`src/rtl/square_seq.sv`:
```
// square_seq: sequential integer squarer.
// Computes out_data = |in_data|^2 by radix-2 shift-add, one operand bit per clock.
// Valid/ready handshakes on both sides. Only one operation is in flight at a time:
// an operand is accepted in IDLE, processed in CALC over WIDTH cycles, and then
// held in DONE until the consumer takes the result.
module square_seq #(
    parameter int WIDTH  = 32,
    parameter bit SIGNED = 1'b0
) (
    input  logic               clk,
    input  logic               rst_n,
    input  logic               in_valid,
    output logic               in_ready,
    input  logic [WIDTH-1:0]   in_data,
    output logic               out_valid,
    input  logic               out_ready,
    output logic [2*WIDTH-1:0] out_data
);

    localparam int            CW   = (WIDTH > 1) ? $clog2(WIDTH) : 1;
    localparam logic [CW-1:0] LAST = CW'(WIDTH - 1);

    typedef enum logic [1:0] {
        IDLE = 2'd0,
        CALC = 2'd1,
        DONE = 2'd2
    } state_t;

    state_t             state_q;
    logic               in_ready_q;
    logic               out_valid_q;
    logic [2*WIDTH-1:0] out_data_q;
    logic [2*WIDTH-1:0] acc_q;
    logic [WIDTH-1:0]   op_q;
    logic [CW-1:0]      count_q;

    logic [WIDTH-1:0]   mag_d;
    logic [2*WIDTH-1:0] addend_d;
    logic [2*WIDTH-1:0] acc_d;

    // Unsigned magnitude of the incoming operand. It is only captured on an
    // accepted handshake, so in_data is never sampled while in_valid is low.
    // NOTE: every output of an always_comb gets a default first; a path that
    // leaves it unassigned would infer a latch.
    always_comb begin
        mag_d = in_data;
        if (SIGNED && in_data[WIDTH-1]) begin
            mag_d = -in_data;
        end
    end

    // Partial product for the current bit: op << count when op[count] is set.
    // The running sum is 2*WIDTH bits wide, so it can never overflow.
    always_comb begin
        addend_d = '0;
        if (op_q[count_q]) begin
            addend_d = {{WIDTH{1'b0}}, op_q} << count_q;
        end
        acc_d = acc_q + addend_d;
    end

    // Control FSM and datapath registers. All outputs are registered.
    // NOTE: the datapath registers are reset too. An operation that is aborted
    // by reset must leave out_data at zero, not at a stale result.
    // NOTE: state is updated only with non-blocking assignments. Every read in
    // this block then sees the value from before the edge.
    always_ff @(posedge clk or negedge rst_n) begin
        if (!rst_n) begin
            state_q     <= IDLE;
            in_ready_q  <= 1'b0;
            out_valid_q <= 1'b0;
            out_data_q  <= '0;
            acc_q       <= '0;
            op_q        <= '0;
            count_q     <= '0;
        end else begin
            case (state_q)
                IDLE: begin
                    in_ready_q <= 1'b1;
                    if (in_valid && in_ready_q) begin
                        op_q       <= mag_d;
                        acc_q      <= '0;
                        count_q    <= '0;
                        in_ready_q <= 1'b0;
                        state_q    <= CALC;
                    end
                end
                CALC: begin
                    acc_q <= acc_d;
                    if (count_q == LAST) begin
                        // The last bit is folded straight into the published result.
                        out_data_q  <= acc_d;
                        out_valid_q <= 1'b1;
                        state_q     <= DONE;
                    end else begin
                        count_q <= count_q + CW'(1);
                    end
                end
                DONE: begin
                    // Hold the result under backpressure. in_ready stays low
                    // here, so a new operand can never be accepted in the
                    // same cycle as the output handshake.
                    if (out_ready) begin
                        out_valid_q <= 1'b0;
                        in_ready_q  <= 1'b1;
                        state_q     <= IDLE;
                    end
                end
                default: begin
                    in_ready_q  <= 1'b0;
                    out_valid_q <= 1'b0;
                    state_q     <= IDLE;
                end
            endcase
        end
    end

    assign in_ready  = in_ready_q;
    assign out_valid = out_valid_q;
    assign out_data  = out_data_q;

endmodule

```
`config.mk`:
```
export PLATFORM = sky130hd
export DESIGN_NAME = square_seq
export DESIGN_NICKNAME = d
export VERILOG_FILES = /design/src/rtl/square_seq.sv
export SDC_FILE = /design/constraint.sdc
export NUM_CORES = 1
export LEC_CHECK = 0
export CORE_UTILIZATION = 34
export DETAILED_ROUTE_END_ITERATION = 10
export PLACE_DENSITY = 0.53
export SYNTH_ARGS = -nofsm -noshare
export SYNTH_HDL_FRONTEND = slang
export SYNTH_SLANG_ARGS = --single-unit
export TNS_END_PERCENT = 1
```
`constraint.sdc`:
```
create_clock -name clk -period 13.78 [get_ports clk]
set_input_delay 2.756 -clock clk [delete_from_list [all_inputs] [get_ports clk]]
set_output_delay 2.756 -clock clk [all_outputs]
set_load 0.1 [all_outputs]
```
==> metrics.txt, run 1 <==
violated checks=DRC; launching element of the worst setup path=count_q[0]; critical path data required time=14.09 ns; R2R Path Start=count_q[0]; top post-synthesis cells by area=sky130_fd_sc_hd__dfrtp_1 34%, sky130_fd_sc_hd__nand2_1 9.0%, sky130_fd_sc_hd__ha_1 6.6%; number of failing hold endpoints at the final stage=0; combined buffer and inverter count along the critical path=2; clock input transition at the sequential cells of the worst setup and hold paths=0.07 ns; period utilization=43.3%; WHS Path Cells=2; clock tree root driver cell=sky130_fd_sc_hd__clkbuf_16; DRC viols=11; routability cong.=0.930; number of buffers added for setup after CTS=0; worst-skew pair later-pin latency=0.45 ns; critical-path maximum fanout=52; Min-Delay Path Class=reg -> reg; residual antenna-violating net count after detailed routing=0; all-layer global routing usage=21.1%; maximum number of pins on one net before global-route repair=90; critical path's largest stage delay=0.58 ns; Layout Area Growth over Synthesis=15.4%; reg-to-reg critical path endpoint=acc_q[62]; Post-Route Skew=0.0132 ns; die span in x=193 um; crit path kind=reg -> reg; smallest setup slack after layout=7.81 ns; via count=11100; number of DRC markers in iteration 0=693; endpoint of the most critical setup path=acc_q[62]; global route overflow=0; placed standard-cell area=13600 um^2; I/O pins=102; number of detailed-route iterations in the first pass=10; die area=37100 um^2; die height=193 um; cell type with the highest aggregate area in the netlist=sky130_fd_sc_hd__dfrtp_1; unrepaired setup endpoints after global routing=false; minimum clock period after layout=5.97 ns; Avg Synthesized Cell Area=8.08 um^2; Slowest-stage cell, CP=sky130_fd_sc_hd__mux4_2; Routed WL per cell=18.9 um; Post-Synthesis Cell Area=12300 um^2; number of buffers between clock root and the deepest sink=2; area of all placed cells without fillers=14200 um^2; number of gates resized after cts=0; average vias per placed instance=5.46; startpoint kind of the worst setup timing path=register; cell depth of the worst setup path=18; share of cells above drive strength 1=7.06%; cts bufs inserted=17; first-pass GRT wire length=59700 um; data arrival time at the worst-slack endpoint=6.29 ns; half-perimeter wire length of the detailed placement result=29100 um; Port Buffers=101; number of levels the H-tree was split into=4; post-detailed-routing wire length=38400 um; R2R depth=18; max-cap viol count=0; number of global-route vias before repair=10600; Placement Rows=69; run status=complete, but fails checks; Synth Register Bits=169; Gate Count Post-Synth=1528; portion of the post-synthesis area used by sequential elements=34.3%; main flop type after synthesis=sky130_fd_sc_hd__dfrtp_1; Place WS=7.95 ns; number of fill cells in the layout=3696; cell-by-cell trace of the critical path=buf_4 > mux4_2 > a2111oi_0 > or3_1 > and2_1 > buf_4 > nor2_1 > ha_1 > a21o_1 > a31oi_1 > o21ai_1 > a221oi_2 > o31ai_1 > o41ai_2 > o21ai_2 > a41oi_2 > xor2_1 > o21ai_1; slew at the pin with the worst max-slew slack=1.21 ns; count of hold buffers inserted by post-cts repair=0; ant diodes=0; syn nets=1630; clock sink count=169; Core Box Area=35700 um^2; Max Clock Freq=0.167 GHz; pins over their slew limit=0; Ys Warns=0; fin cells=2033; kind of cell adding the most delay to the critical path=compound AO/OA/AOI/OAI gates; top-area cell type share of the netlist area=34.3%; accumulated negative setup slack=0 ns; worst reg-to-reg setup slack=7.81 ns; Post-synth EDFFs=0; final count of negative-setup-slack endpoints=0; Distinct cells, synth=78; effective utilization at floorplan=34.6%; # placed instances=2002; sort of element at the end of the critical path=register; async set or reset register ratio after synthesis=100%; final layout net count=1662; Slew HR=19.5%; initial antenna violation count=0; clock tree from TritonCTS=done
[metrics by stage]
stage / utilization [%] / hold slack [ns]
2_1_floorplan: - / 0.456
4_1_cts: 39.9 / 0.485
6_report: 39.9 / 0.476
3_3_place_gp: 38.2 / 0.464
5_1_grt: 39.9 / 0.498
3_5_place_dp: 38.2 / 0.470
[worst min path at each step]
stage | from | end
final | out_data[5] | out_data[5]
after global routing | out_data[51] | out_data[51]
after CTS | out_data[45] | out_data[45]
after detailed placement | out_data[40] | out_data[40]
after global placement | out_data[12] | out_data[12]
after floorplan | acc_q[12] | acc_q[12]
[state kept, by name, indices dropped and copies added, names as in the netlist]
name	cells
in_ready	1
acc_q	64
count_q	5
out_data	64
state_q	2
op_q	32
out_valid	1
[cells in the mapped netlist, drive strengths merged (9+ instances only)]
cell	number
buf	29
nand2b	13
a31oi	11
a21oi	116
mux4	18
nand3	52
inv	23
o21ai	193
ha	65
o21a	11
mux2	15
clkbuf	72
and3	10
mux2i	36
nand2	296
xnor2	38
nor3	13
nor2	143
xor2	25
a211oi	29
a21o	25
nor2b	16
and2	9
nand4	22
o21bai	14
dfrtp	169
[worst reg2reg max path: stages (launching register included)]
cell	delay, ns
sky130_fd_sc_hd__dfrtp_2	0.34
sky130_fd_sc_hd__buf_4	0.54
sky130_fd_sc_hd__mux4_2	0.59
sky130_fd_sc_hd__a2111oi_0	0.47
sky130_fd_sc_hd__or3_1	0.37
sky130_fd_sc_hd__and2_1	0.40
sky130_fd_sc_hd__buf_4	0.33
sky130_fd_sc_hd__nor2_1	0.11
sky130_fd_sc_hd__ha_1	0.43
sky130_fd_sc_hd__a21o_1	0.23
sky130_fd_sc_hd__a31oi_1	0.24
sky130_fd_sc_hd__o21ai_1	0.25
sky130_fd_sc_hd__a221oi_2	0.32
sky130_fd_sc_hd__o31ai_1	0.14
sky130_fd_sc_hd__o41ai_2	0.26
sky130_fd_sc_hd__o21ai_2	0.18
sky130_fd_sc_hd__a41oi_2	0.22
sky130_fd_sc_hd__xor2_1	0.31
sky130_fd_sc_hd__o21ai_1	0.09
[area by class of cell]
class	count	area, um^2	area share, %
clock buffer	21	450	3.16
sequential	169	4230	29.7
multi-input combinational	1234	7610	53.4
inverter	24	90.1	0.633
tap	461	577	4.05
timing repair buffer	114	1110	7.80
clock inverter	10	169	1.19
[layout by cell type (no fill, tap or decap), types with 14 or more instances in the layout]
master,instances
sky130_fd_sc_hd__xnor2_1,38
sky130_fd_sc_hd__nor2_1,141
sky130_fd_sc_hd__o21ai_0,152
sky130_fd_sc_hd__o21ai_1,38
sky130_fd_sc_hd__inv_1,23
sky130_fd_sc_hd__ha_1,65
sky130_fd_sc_hd__mux2i_1,36
sky130_fd_sc_hd__nand3_1,51
sky130_fd_sc_hd__a21o_1,25
sky130_fd_sc_hd__dfrtp_1,167
sky130_fd_sc_hd__a21oi_1,114
sky130_fd_sc_hd__clkbuf_16,17
sky130_fd_sc_hd__xor2_1,25
sky130_fd_sc_hd__mux2_2,15
sky130_fd_sc_hd__nand4_1,22
sky130_fd_sc_hd__o21bai_1,14
sky130_fd_sc_hd__nor2b_1,16
sky130_fd_sc_hd__nand2_1,294
sky130_fd_sc_hd__clkdlybuf4s50_1,100
sky130_fd_sc_hd__a211oi_1,24
sky130_fd_sc_hd__mux4_2,18
[cell families after synthesis]
logic type / Yosys count / share of synthesized area (%)
simple gates: 589 / 20.6
compound gates: 447 / 22.1
flops: 169 / 34.3
buf+inv: 125 / 4.20
mux: 69 / 7.57
fa+ha+maj: 66 / 6.75
xor+xnor: 63 / 4.47
[metal layers]
| metal | track usage [%] | vias to the layer above | wire, um |
|---|---|---|---|
| met5 | 0 | - | 0 |
| met2 | 32.2 | 253 | 17000 |
| li1 | - | 5459 | - |
| met1 | 30.5 | 5335 | 19000 |
| met4 | 7.63 | 0 | 928 |
| met3 | 2.75 | 49 | 1450 |
Power of run 1 is not shown: default switching activity piles up to over one toggle a cycle in this logic, so the estimate is an artifact.
==> run 2: changes to the inputs <==
==> constraint.sdc (replaced) <==
create_clock -name clk -period 5.7 [get_ports clk]
set_input_delay 1.14 -clock clk [delete_from_list [all_inputs] [get_ports clk]]
set_output_delay 1.14 -clock clk [all_outputs]
set_load 0.1 [all_outputs]
==> run 2 against run 1 <==
Effect of this change: first-iteration DRC count up 9.8%; setup slack worse by 7.4 ns; sequential share of layout area down 0.20 points; the run still ends with DRC left; clock-buffer cell count down 2; via count up 0.14%; maximum frequency up 13%; wire length about the same; worst hold slack better by 0.00062 ns; critical path type unchanged; final area up 0.67%; cell count up 0.49%; critical endpoint unchanged; die area unchanged; sequential cell count unchanged.
==> metrics.txt, run 2 (synthesis results as in run 1) <==
Placement Rows=69 (unchanged); sort of element at the end of the critical path=register; minimum clock period after layout=5.27 ns (-0.706 ns); worst reg-to-reg setup slack=0.43 ns (-7.37 ns); most common library cell in the layout ignoring fill and taps=sky130_fd_sc_hd__nand2_1; R2R Path Start=count_q[0]; number of buffers between clock root and the deepest sink=2 (unchanged); ant diodes=0 (unchanged); reg-to-reg critical path endpoint=acc_q[62]; number of DRC markers in iteration 0=761 (+9.8%); I/O pins=102 (unchanged); cts bufs inserted=17 (unchanged); number of detailed-route iterations in the first pass=8 (-2); startpoint of the worst hold path=out_data[47]; Layout Area Growth over Synthesis=16.2%; crit path kind=reg -> reg; critical path data required time=6.02 ns (-8.07 ns); worst-skew pair later-pin latency=0.46 ns (about the same); die height=193 um (unchanged); Min-Delay Path Class=reg -> reg; half-perimeter wire length of the detailed placement result=29400 um (+0.77%); placed standard-cell area=13700 um^2 (+0.77%); violated checks=DRC; effective utilization at floorplan=34.6% (unchanged); unrepaired setup endpoints after global routing=false; final count of negative-setup-slack endpoints=0 (unchanged); period utilization=92.4% (+49 points); end point of the most critical hold path=out_data[47]; Port Buffers=101 (unchanged); number of levels the H-tree was split into=4 (unchanged); launching element of the worst setup path=count_q[0]; number of failing hold endpoints at the final stage=0 (unchanged); Slew HR=32.4% (+13 points); register area=4230 um^2 (unchanged); slew at the pin with the worst max-slew slack=1.01 ns (-0.194 ns); number of gates resized after cts=0 (unchanged); accumulated negative setup slack=0 ns (unchanged); average vias per placed instance=5.44 (-0.35%); post-detailed-routing wire length=38400 um (about the same); via count=11100 (+0.14%); Routed WL per cell=18.8 um (-0.52%); routability cong.=0.956 (+2.8%); number of global-route vias before repair=10600 (+0.57%); first-pass GRT wire length=60400 um (+1.1%); critical-path maximum fanout=17 (-67%); final layout net count=1671 (+0.54%); count of hold buffers inserted by post-cts repair=0 (unchanged); startpoint kind of the worst setup timing path=register; leading cell types in the layout, fill and taps excluded=294 x sky130_fd_sc_hd__nand2_1, 167 x sky130_fd_sc_hd__dfrtp_1, 152 x sky130_fd_sc_hd__o21ai_0; number of buffers added for setup after CTS=0 (unchanged); clock tree root driver cell=sky130_fd_sc_hd__clkbuf_16; area of all placed cells without fillers=14300 um^2 (+0.67%); Max Clock Freq=0.190 GHz (+13%); WHS Path Cells=2 (unchanged); area of the multi-input gates=7620 um^2 (+0.13%); die span in x=193 um (unchanged); residual antenna-violating net count after detailed routing=0 (unchanged); global route overflow=0 (unchanged); R2R depth=18 (unchanged); DRC viols=12 (+1); initial antenna violation count=0 (unchanged); max-cap viol count=0 (unchanged); pins over their slew limit=0 (unchanged); share of cells above drive strength 1=7.90% (+0.84 points); data arrival time at the worst-slack endpoint=5.58 ns (-0.71 ns); number of fill cells in the layout=3652 (-1.2%); clock input transition at the sequential cells of the worst setup and hold paths=0.08 ns (about the same); die area=37100 um^2 (unchanged); clock sink count=169 (unchanged); Post-Route Skew=0.0136 ns (+0.000324 ns); maximum number of pins on one net before global-route repair=87 (-3.3%); clock tree from TritonCTS=done; all-layer global routing usage=21.3% (+0.13 points); Core Box Area=35700 um^2 (unchanged); run status=complete, but fails checks
run 2: cell count changes in the layout (fill, tap and decap cells not counted), sizes merged:
cell and delta:
buf +9, bufinv -2, clkbuf -2, clkinvlp -1, inv +6
run 2: metal layers:
metal | GRT usage (%) | vias up | wire length [um]
met3 | 3.91 | 38 | 1910
met5 | 0 | - | 0
met1 | 30.3 | 5289 | 18600
met4 | 6.45 | 0 | 848
li1 | - | 5487 | -
met2 | 32.4 | 297 | 17000
run 2: layout make-up:
type / instances / area share [%]
flip-flops and latches: 169 / 29.5
repair buffers: 123 / 8.48
clock inverters: 13 / 1.09
inverters: 24 / 0.629
multi-input cells: 1234 / 53.2
well taps: 461 / 4.02
clock buffers: 19 / 3.09
run 2: metrics by stage:
| step | hold slack [ns] | worst slack [ns] | util (%) | std cells |
|---|---|---|---|---|
| floorplan | 0.456 | 1.28 | - | 1528 |
| global placement | 0.460 | 0.528 | 38.5 | 2011 |
| detailed placement | 0.470 | 0.416 | 38.5 | 2011 |
| CTS | 0.486 | 0.415 | 40.2 | 2043 |
| global route | 0.504 | 0.0365 | 40.2 | 2043 |
| finish | 0.476 | 0.435 | 40.2 | 2043 |
run 2: worst max-delay path by stage:
stage / to / slack [ns] / depth (start not counted)
3_3_place_gp: acc_q[62] / 0.53 / 18
2_1_floorplan: out_data[60] / 1.28 / 20
6_report: acc_q[62] / 0.43 / 18
4_1_cts: acc_q[62] / 0.41 / 19
3_5_place_dp: acc_q[62] / 0.42 / 19
5_1_grt: acc_q[62] / 0.04 / 19
run 2: worst max-delay path: stages (launching register included):
cell	delay [ns]
sky130_fd_sc_hd__dfrtp_2	0.51
sky130_fd_sc_hd__buf_4	0.33
sky130_fd_sc_hd__nand2b_1	0.20
sky130_fd_sc_hd__a21oi_1	0.08
sky130_fd_sc_hd__a2111oi_0	0.53
sky130_fd_sc_hd__or3_4	0.28
sky130_fd_sc_hd__nor4_1	0.06
sky130_fd_sc_hd__ha_1	0.23
sky130_fd_sc_hd__fa_1	0.45
sky130_fd_sc_hd__a211oi_1	0.36
sky130_fd_sc_hd__o211ai_1	0.23
sky130_fd_sc_hd__a211oi_4	0.39
sky130_fd_sc_hd__o21ai_2	0.16
sky130_fd_sc_hd__and3_4	0.20
sky130_fd_sc_hd__nor3_4	0.31
sky130_fd_sc_hd__o21ai_2	0.19
sky130_fd_sc_hd__a41oi_2	0.22
sky130_fd_sc_hd__xor2_1	0.28
sky130_fd_sc_hd__o21ai_1	0.09
Power of run 2 is left out for the same reason.
==> run 3: changes to the inputs <==
--- a/config.mk
+++ b/config.mk
@@ -6,6 +6,7 @@
 export NUM_CORES = 1
 export LEC_CHECK = 0
 export CORE_UTILIZATION = 34
+export CTS_CLUSTER_DIAMETER = 120
 export DETAILED_ROUTE_END_ITERATION = 10
 export PLACE_DENSITY = 0.53
 export SYNTH_ARGS = -nofsm -noshare
==> results of run 3 <==
No change in the layout: final DEF, timing and power equal those of run 2.
Power of run 3 is left out for the same reason.
